**src/rtl/ulaaux_seq.sv**
```systemverilog
// Multicycle shift unit: pass, SLL, SRL, SRA, ROL and ROR of a WIDTH-bit operand,
// shifting STEP positions per clock under a start/done handshake.
module ulaaux_seq #(
    parameter int WIDTH = 32,
    parameter int STEP  = 1,
    localparam int SHW  = $clog2(WIDTH)
) (
    input  logic             clk,
    input  logic             reset,
    input  logic             start,
    input  logic [2:0]       ctrl,
    input  logic [WIDTH-1:0] a,
    input  logic [SHW-1:0]   shamt,
    output logic             busy,
    output logic             done,
    output logic             illegal,
    output logic [WIDTH-1:0] result
);

    typedef enum logic [1:0] {
        ST_IDLE  = 2'd0,
        ST_SHIFT = 2'd1,
        ST_DONE  = 2'd2
    } state_t;

    localparam logic [2:0]     OP_PASS = 3'b000;
    localparam logic [2:0]     OP_SLL  = 3'b001;
    localparam logic [2:0]     OP_SRL  = 3'b010;
    localparam logic [2:0]     OP_SRA  = 3'b011;
    localparam logic [2:0]     OP_ROL  = 3'b100;
    localparam logic [2:0]     OP_ROR  = 3'b101;
    localparam logic [SHW-1:0] STEP_W  = SHW'(STEP);
    localparam logic [SHW:0]   WIDTH_W = (SHW+1)'(WIDTH);

    state_t           state_r;
    state_t           state_nx_s;
    logic [WIDTH-1:0] work_r;
    logic [SHW-1:0]   rem_r;
    logic [2:0]       op_r;
    logic             sign_r;
    logic             busy_r;
    logic             done_r;
    logic             illegal_r;
    logic [WIDTH-1:0] result_r;
    logic [SHW-1:0]   k_s;
    logic [WIDTH-1:0] shifted_s;
    logic             ctrl_ill_s;
    logic             zero_len_s;

    // One partial shift of k positions; SRA fills from the sign captured at start.
    function automatic logic [WIDTH-1:0] shift_step(input logic [2:0]       op,
                                                    input logic [WIDTH-1:0] val,
                                                    input logic             sign,
                                                    input logic [SHW-1:0]   k);
        logic [WIDTH-1:0] fill_mask;
        logic [SHW:0]     rk;
        fill_mask = ~({WIDTH{1'b1}} >> k);
        rk        = WIDTH_W - {1'b0, k};
        case (op)
            OP_SLL:  shift_step = val << k;
            OP_SRL:  shift_step = val >> k;
            OP_SRA:  shift_step = (val >> k) | (sign ? fill_mask : {WIDTH{1'b0}});
            OP_ROL:  shift_step = (val << k) | (val >> rk);
            OP_ROR:  shift_step = (val >> k) | (val << rk);
            default: shift_step = val;
        endcase
    endfunction

    assign ctrl_ill_s = ctrl[2] & ctrl[1];
    assign zero_len_s = (ctrl == OP_PASS) || ctrl_ill_s || (shamt == {SHW{1'b0}});
    assign k_s        = (rem_r < STEP_W) ? rem_r : STEP_W;
    assign shifted_s  = shift_step(op_r, work_r, sign_r, k_s);

    // State register.
    always_ff @(posedge clk or negedge reset) begin
        if (!reset) begin
            state_r <= ST_IDLE;
        end else begin
            state_r <= state_nx_s;
        end
    end

    // Next-state logic; zero-length operations skip SHIFT entirely.
    always_comb begin
        state_nx_s = state_r;
        case (state_r)
            ST_IDLE: begin
                if (start) begin
                    state_nx_s = zero_len_s ? ST_DONE : ST_SHIFT;
                end else begin
                    state_nx_s = ST_IDLE;
                end
            end
            ST_SHIFT: begin
                if (rem_r <= STEP_W) begin
                    state_nx_s = ST_DONE;
                end else begin
                    state_nx_s = ST_SHIFT;
                end
            end
            ST_DONE: state_nx_s = ST_IDLE;
            default: state_nx_s = ST_IDLE;
        endcase
    end

    // Datapath and registered handshake outputs; result only changes on DONE entry.
    always_ff @(posedge clk or negedge reset) begin
        if (!reset) begin
            work_r    <= {WIDTH{1'b0}};
            rem_r     <= {SHW{1'b0}};
            op_r      <= 3'b000;
            sign_r    <= 1'b0;
            busy_r    <= 1'b0;
            done_r    <= 1'b0;
            illegal_r <= 1'b0;
            result_r  <= {WIDTH{1'b0}};
        end else begin
            busy_r    <= (state_nx_s != ST_IDLE);
            done_r    <= (state_nx_s == ST_DONE);
            illegal_r <= (state_r == ST_IDLE) && start && ctrl_ill_s;
            case (state_r)
                ST_IDLE: begin
                    if (start) begin
                        work_r <= a;
                        rem_r  <= shamt;
                        op_r   <= ctrl;
                        sign_r <= a[WIDTH-1];
                        if (zero_len_s) begin
                            result_r <= a;
                        end
                    end
                end
                ST_SHIFT: begin
                    work_r <= shifted_s;
                    rem_r  <= rem_r - k_s;
                    if (state_nx_s == ST_DONE) begin
                        result_r <= shifted_s;
                    end
                end
                default: begin
                    work_r <= work_r;
                end
            endcase
        end
    end

    assign busy    = busy_r;
    assign done    = done_r;
    assign illegal = illegal_r;
    assign result  = result_r;

endmodule

```
**config.mk**
```make
export PLATFORM = sky130hd
export DESIGN_NAME = ulaaux_seq
export DESIGN_NICKNAME = d
export VERILOG_FILES = /design/src/rtl/ulaaux_seq.sv
export SDC_FILE = /design/constraint.sdc
export NUM_CORES = 1
export LEC_CHECK = 0
export CAP_MARGIN = 20
export CORE_ASPECT_RATIO = 0.7
export CORE_MARGIN = 1.5
export CORE_UTILIZATION = 30
export DETAILED_ROUTE_END_ITERATION = 7
export PLACE_DENSITY = 0.51
export SYNTH_ARGS = -nofsm -noshare
export SYNTH_HDL_FRONTEND = slang
export SYNTH_SLANG_ARGS = --single-unit
```
**constraint.sdc**
```tcl
create_clock -name clk -period 3.7 [get_ports clk]
set_input_delay 0.74 -clock clk [delete_from_list [all_inputs] [get_ports clk]]
set_output_delay 0.74 -clock clk [all_outputs]
set_load 0.1 [all_outputs]
```
# After elaboration in Yosys (flattened, before gate mapping)
# Cells that the tools add are included.
# totals
reg_bits	78
input_bits	43
output_inout_bits	35
elab_cells	60
# classes
addsub	2
n_lt_le_gt_ge	2
eq_ne	10
n_shift	5
mux	15
bitwise	5
n_reduce_logical	12
# op_table
op	count
2-to-1 mux 32 bit	5
case mux 32 bit (5 select lines)	1
case mux 32 bit (2 select lines)	2
OR 32 bit	3
inverter 32 bit	1
<< shifter 32 x 5 -> 32 bit	1
<< shifter 32 x 6 -> 32 bit	1
>> shifter 32 x 5 -> 32 bit	1
>> shifter 32 x 5 -> 32 bit, first input constant	1
>> shifter 32 x 6 -> 32 bit	1
2-to-1 mux 5 bit	2
case mux 5 bit (2 select lines)	1
equality test 3 x 2 -> 1 bit, second input constant	2
equality test 3 bit, second input constant	2
2-to-1 mux 2 bit	3
inequality test 2 bit, second input constant	3
subtractor 6 x 5 -> 6 bit, first input constant	1
<= comparator 5 x 1 -> 1 bit, second input constant	1
zero test 5 bit	1
less-than comparator 5 x 1 -> 1 bit, second input constant	1
subtractor 5 bit	1
case mux 2 bit (2 select lines)	1
AND reduction 2 bit	2
AND reduction 4 bit	1
9 further kinds	12

# Depth between registers and ports, before layout
# logic_depth
word_depth	9
mapped_depth	14
mapped_depth_nobuf	10

# Least setup slack after synthesis
# Ideal clock, no wire load.
# synth_timing
kind	register to register
start	register rem_r[4]
end	register result_r[29] (netlist: result[29])
setup_time_ps	142
arrival_time_ps	2797
t_required_ps	3558
path_slack_ps	761
stages_incl_launch_ff	14
path_buffers	3
period_less_slack_ps	2939
cell_sequence	dfrtp_1 -> or4_4 -> buf_6 -> nor2_8 -> buf_2 -> inv_1 -> ha_1 -> clkbuf_1 -> mux2i_1 -> o211ai_1 -> o211ai_1 -> a211oi_1 -> o31ai_1 -> a31oi_1
# synth_between
elab_chain_cells	9
word_cells_on_any_way	22
classes_between	1 x add/sub; 2 x order compare; 2 x eq/ne; 5 x shift; 7 x mux; 4 x bitwise; 1 x reduce/logical
# synth_rtl
item	line_no	source
start, declared	38	logic [SHW-1:0] rem_r;
start signal, assigned	110	rem_r <= {SHW{1'b0}};
start signal, assigned	125	rem_r <= shamt;
start signal, assigned	135	rem_r <= rem_r - k_s;
branches (longest 9 deep; another with subtractor 6 x 5 -> 6 bit)	-	
end signal, assigned	116	result_r <= {WIDTH{1'b0}};
end signal, assigned	137	result_r <= shifted_s;
end, declared	44	logic [WIDTH-1:0] result_r;
# Several ways; the timed one is not identified. The select of a mux whose other input is x is not followed.
# A chain may end at the register's enable or synchronous reset.

# Worst setup path in the final report
# layout_timing
start	register rem_r[4]
end	register work_r[5]
# layout_between
elab_chain_cells	8
word_cells_on_any_way	15
classes_between	1 x add/sub; 1 x order compare; 5 x shift; 4 x mux; 4 x bitwise
# layout_rtl
item	line_no	source
less-than comparator 5 x 1 -> 1 bit	71	assign k_s = (rem_r < STEP_W) ? rem_r : STEP_W;
2-to-1 mux 5 bit *	71	
branches (longest 4 deep; another with subtractor 6 x 5 -> 6 bit)	-	
case mux 32 bit (5 select lines) *	59	case (op)
case mux 32 bit (2 select lines) *	121	case (state_r)
end signal, assigned	109	work_r <= {WIDTH{1'b0}};
end signal, assigned	134	work_r <= shifted_s;
end signal, assigned	141	work_r <= work_r;
end, declared	37	logic [WIDTH-1:0] work_r;
# Every way passes the cells marked *.

==> results.toml <==
[route]
routedWlPerCell_um = 18.5
firstDrtPassIters = 5
remaining_drc_errors = 0
viasPerCell = 5.47
dr_total_vias = 4560
drt_wl_total_um = 15400
antenna_left = 0
drtIter0Drc = 344

[place]
gp_congestion = 0.899
place_ws_ns = 0.657
hpwlAfterDp_um = 11100
portBuffers = 77
postPlaceCellArea_um2 = 5660

[worst_setup_path]
cp_num_buf_inv = 1
worstSetupStartpointType = "flop"
r2r_setup_slack_ns = 0.58
ff2ff_path_depth = 10
cpMostUsedCell = "a21oi_1"
r2r_end = "work_r[5]"
slowest_delay_ns = 0.64
critical_path.max_fanout = 18
worstPathArrival_ns = 3.37
cp_cell_sequence = "or4_4, nor2_8, inv_2, ha_1, nor2_1, a21o_1, a21oi_1, o311ai_0, a22oi_1, a21oi_1"
critPathKind = "reg2reg"
end_kind = "flop"
r2r-start = "rem_r[4]"
slowest_stage = "or4_4"
required_ns = 3.95
path_delay_family = "simple AND/OR/NAND/NOR gates"

[synth]
syn_inst = 577
syn_area_per_cell_um2 = 8.11
synthTopCellsByArea = "dfrtp_1 42%, a21oi_1 8.6%, o21ai_0 6.8%"
synth_top_area_cell = "dfrtp_1"
ys.flop_type = "dfrtp_1"
ys_ff_latch = 78
seq_area_frac_synth = 0.417
synth_edf_count = 0
synth_cell_types = 58
netlist_area_um2 = 4680
synthArstFlopShare = 1.00
ys_warn_count = 0
synth_top_area_frac = 0.417

[outcome]
status = "complete, no violations"

[cts]
root_buffer = "clkbuf_16"
cts_setup_buffers = 0
cts-resized-gates = 0
cts_sinks = 78
h-tree-depth = 3
cts.hold.buffers_added = 0
cts_buffers = 9
max-clock-path-buffers = 2
tritoncts = "done"
clk_pin_slew_ns = 0.06
insertion_delay_ns = 0.34

[layout]
fillers = 1514
drive_gt1_frac = 0.0876
area_delta_synth_final_pct = 28.1
design_area_um2 = 6000
fin_nets = 681
diodes = 0

[global_route]
grt_antenna_before_repair = 0
grt_overflow = 0
grt_pass1_wl_um = 24500
track_usage = 0.191
grt_pass1_vias = 4163
grt_max_degree = 57

[floorplan]
ioPinCount = 78
fp.dieArea_um2 = 16400
core_area_um2 = 15000
rows = 37
fp.dieW_um = 152
die_h_um = 108
initial_core_util = 0.313

[sta]
worst_slack_ns = 0.577
fmax_mhz = 320
slew_headroom = 0.340
tightestPinTransition_ns = 0.986
fin_skew_ns = 0.00906
setup_viol = 0
rsz0062_at_grt = "no"
tns_ns = 0
finalHoldViolCount = 0
period_minus_slack_ns = 3.12
finalMaxSlewViolations = 0
fin_crit_sh = 0.844

[flow_run]
cap_violations = 0

[hold_path]
worstHoldPathType = "in2async"
==> worst max path at each step <==
stage	startpoint	endpoint	slack, ns	cells past startpoint
6_report	rem_r[4]	work_r[5]	0.58	10
3_5_place_dp	rem_r[4]	work_r[5]	0.66	10
2_1_floorplan	rem_r[4]	result[29]	0.76	13
4_1_cts	rem_r[4]	work_r[5]	0.62	10
5_1_grt	rem_r[4]	work_r[5]	0.40	10
3_3_place_gp	rem_r[4]	work_r[0]	0.61	9
==> final cells by class <==
| type | count | area [um^2] | area share |
|---|---|---|---|
| inverter | 17 | 63.8 | 0.0106 |
| sequential | 78 | 1950 | 0.325 |
| timing repair buffer | 97 | 931 | 0.155 |
| multi-input combinational | 431 | 2470 | 0.412 |
| tap | 195 | 244 | 0.0407 |
| clock inverter | 4 | 77.6 | 0.0129 |
| clock buffer | 12 | 256 | 0.0428 |
==> cell families after synthesis <==
kind of cell	count (synthesis)	synth area share
AO/OA/AOI/OAI	238	0.307
AND/OR/NAND/NOR	172	0.170
flip-flops	78	0.417
buffers and inverters	69	0.0599
multiplexers	13	0.0321
adder cells (fa/ha/maj)	5	0.0128
other	2	0.00160
==> layout by cell type (no fill, tap or decap), drive strengths merged, types with 7 or more instances in the layout <==
master,n
nand2b,7
a221oi,7
nand2,71
clkbuf,12
nor3,10
nor2b,9
a31oi,12
buf,21
dfrtp,78
clkdlybuf4s50,76
a22oi,23
a21oi,80
o211ai,8
inv,18
nor2,50
o22ai,11
o21ai,67
==> Yosys cell counts, types with 4 or more instances <==
master	instances
nor3_1	10
nand2_1	71
mux2i_1	6
o2bb2ai_1	6
nor2b_1	9
mux2_2	6
a31oi_1	12
o31ai_1	4
nand3_1	5
nand2b_1	7
dfrtp_1	78
o211ai_1	8
ha_1	4
a221oi_1	7
buf_2	11
a21oi_1	80
clkbuf_1	36
buf_1	4
a22oi_1	23
a211oi_1	4
o21ai_0	64
inv_1	15
nor2_1	49
o22ai_1	11
==> per-stage QoR <==
| step | hold WS, ns | instances | util |
|---|---|---|---|
| after floorplan | 0.444 | 578 | - |
| after global placement | 0.465 | 818 | 0.379 |
| after detailed placement | 0.480 | 818 | 0.379 |
| after CTS | 0.494 | 834 | 0.401 |
| after global routing | 0.501 | 834 | 0.401 |
| final | 0.440 | 834 | 0.401 |
==> state kept, by name, indices dropped and copies added (netlist names) <==
signal   flops
state_r      2
done         1
illegal      1
work_r      32
busy         1
sign_r       1
rem_r        5
result      32
op_r         3
==> worst reg2reg max path: stages, from the launching register on <==
cell	delay [ns]
dfrtp_1	0.40
or4_4	0.64
nor2_8	0.17
inv_2	0.18
ha_1	0.47
nor2_1	0.24
a21o_1	0.15
a21oi_1	0.06
o311ai_0	0.41
a22oi_1	0.14
a21oi_1	0.17
==> metal layers <==
metal | track usage | vias to the layer above | wire, um
met3 | 0.0443 | 8 | 1010
li1 | - | 2203 | -
met2 | 0.276 | 159 | 6460
met4 | 0.0270 | 0 | 79
met5 | 0 | - | 0
met1 | 0.292 | 2190 | 7880
Power is not shown: default switching activity piles up to over one toggle a cycle in this logic, so the estimate is an artifact.
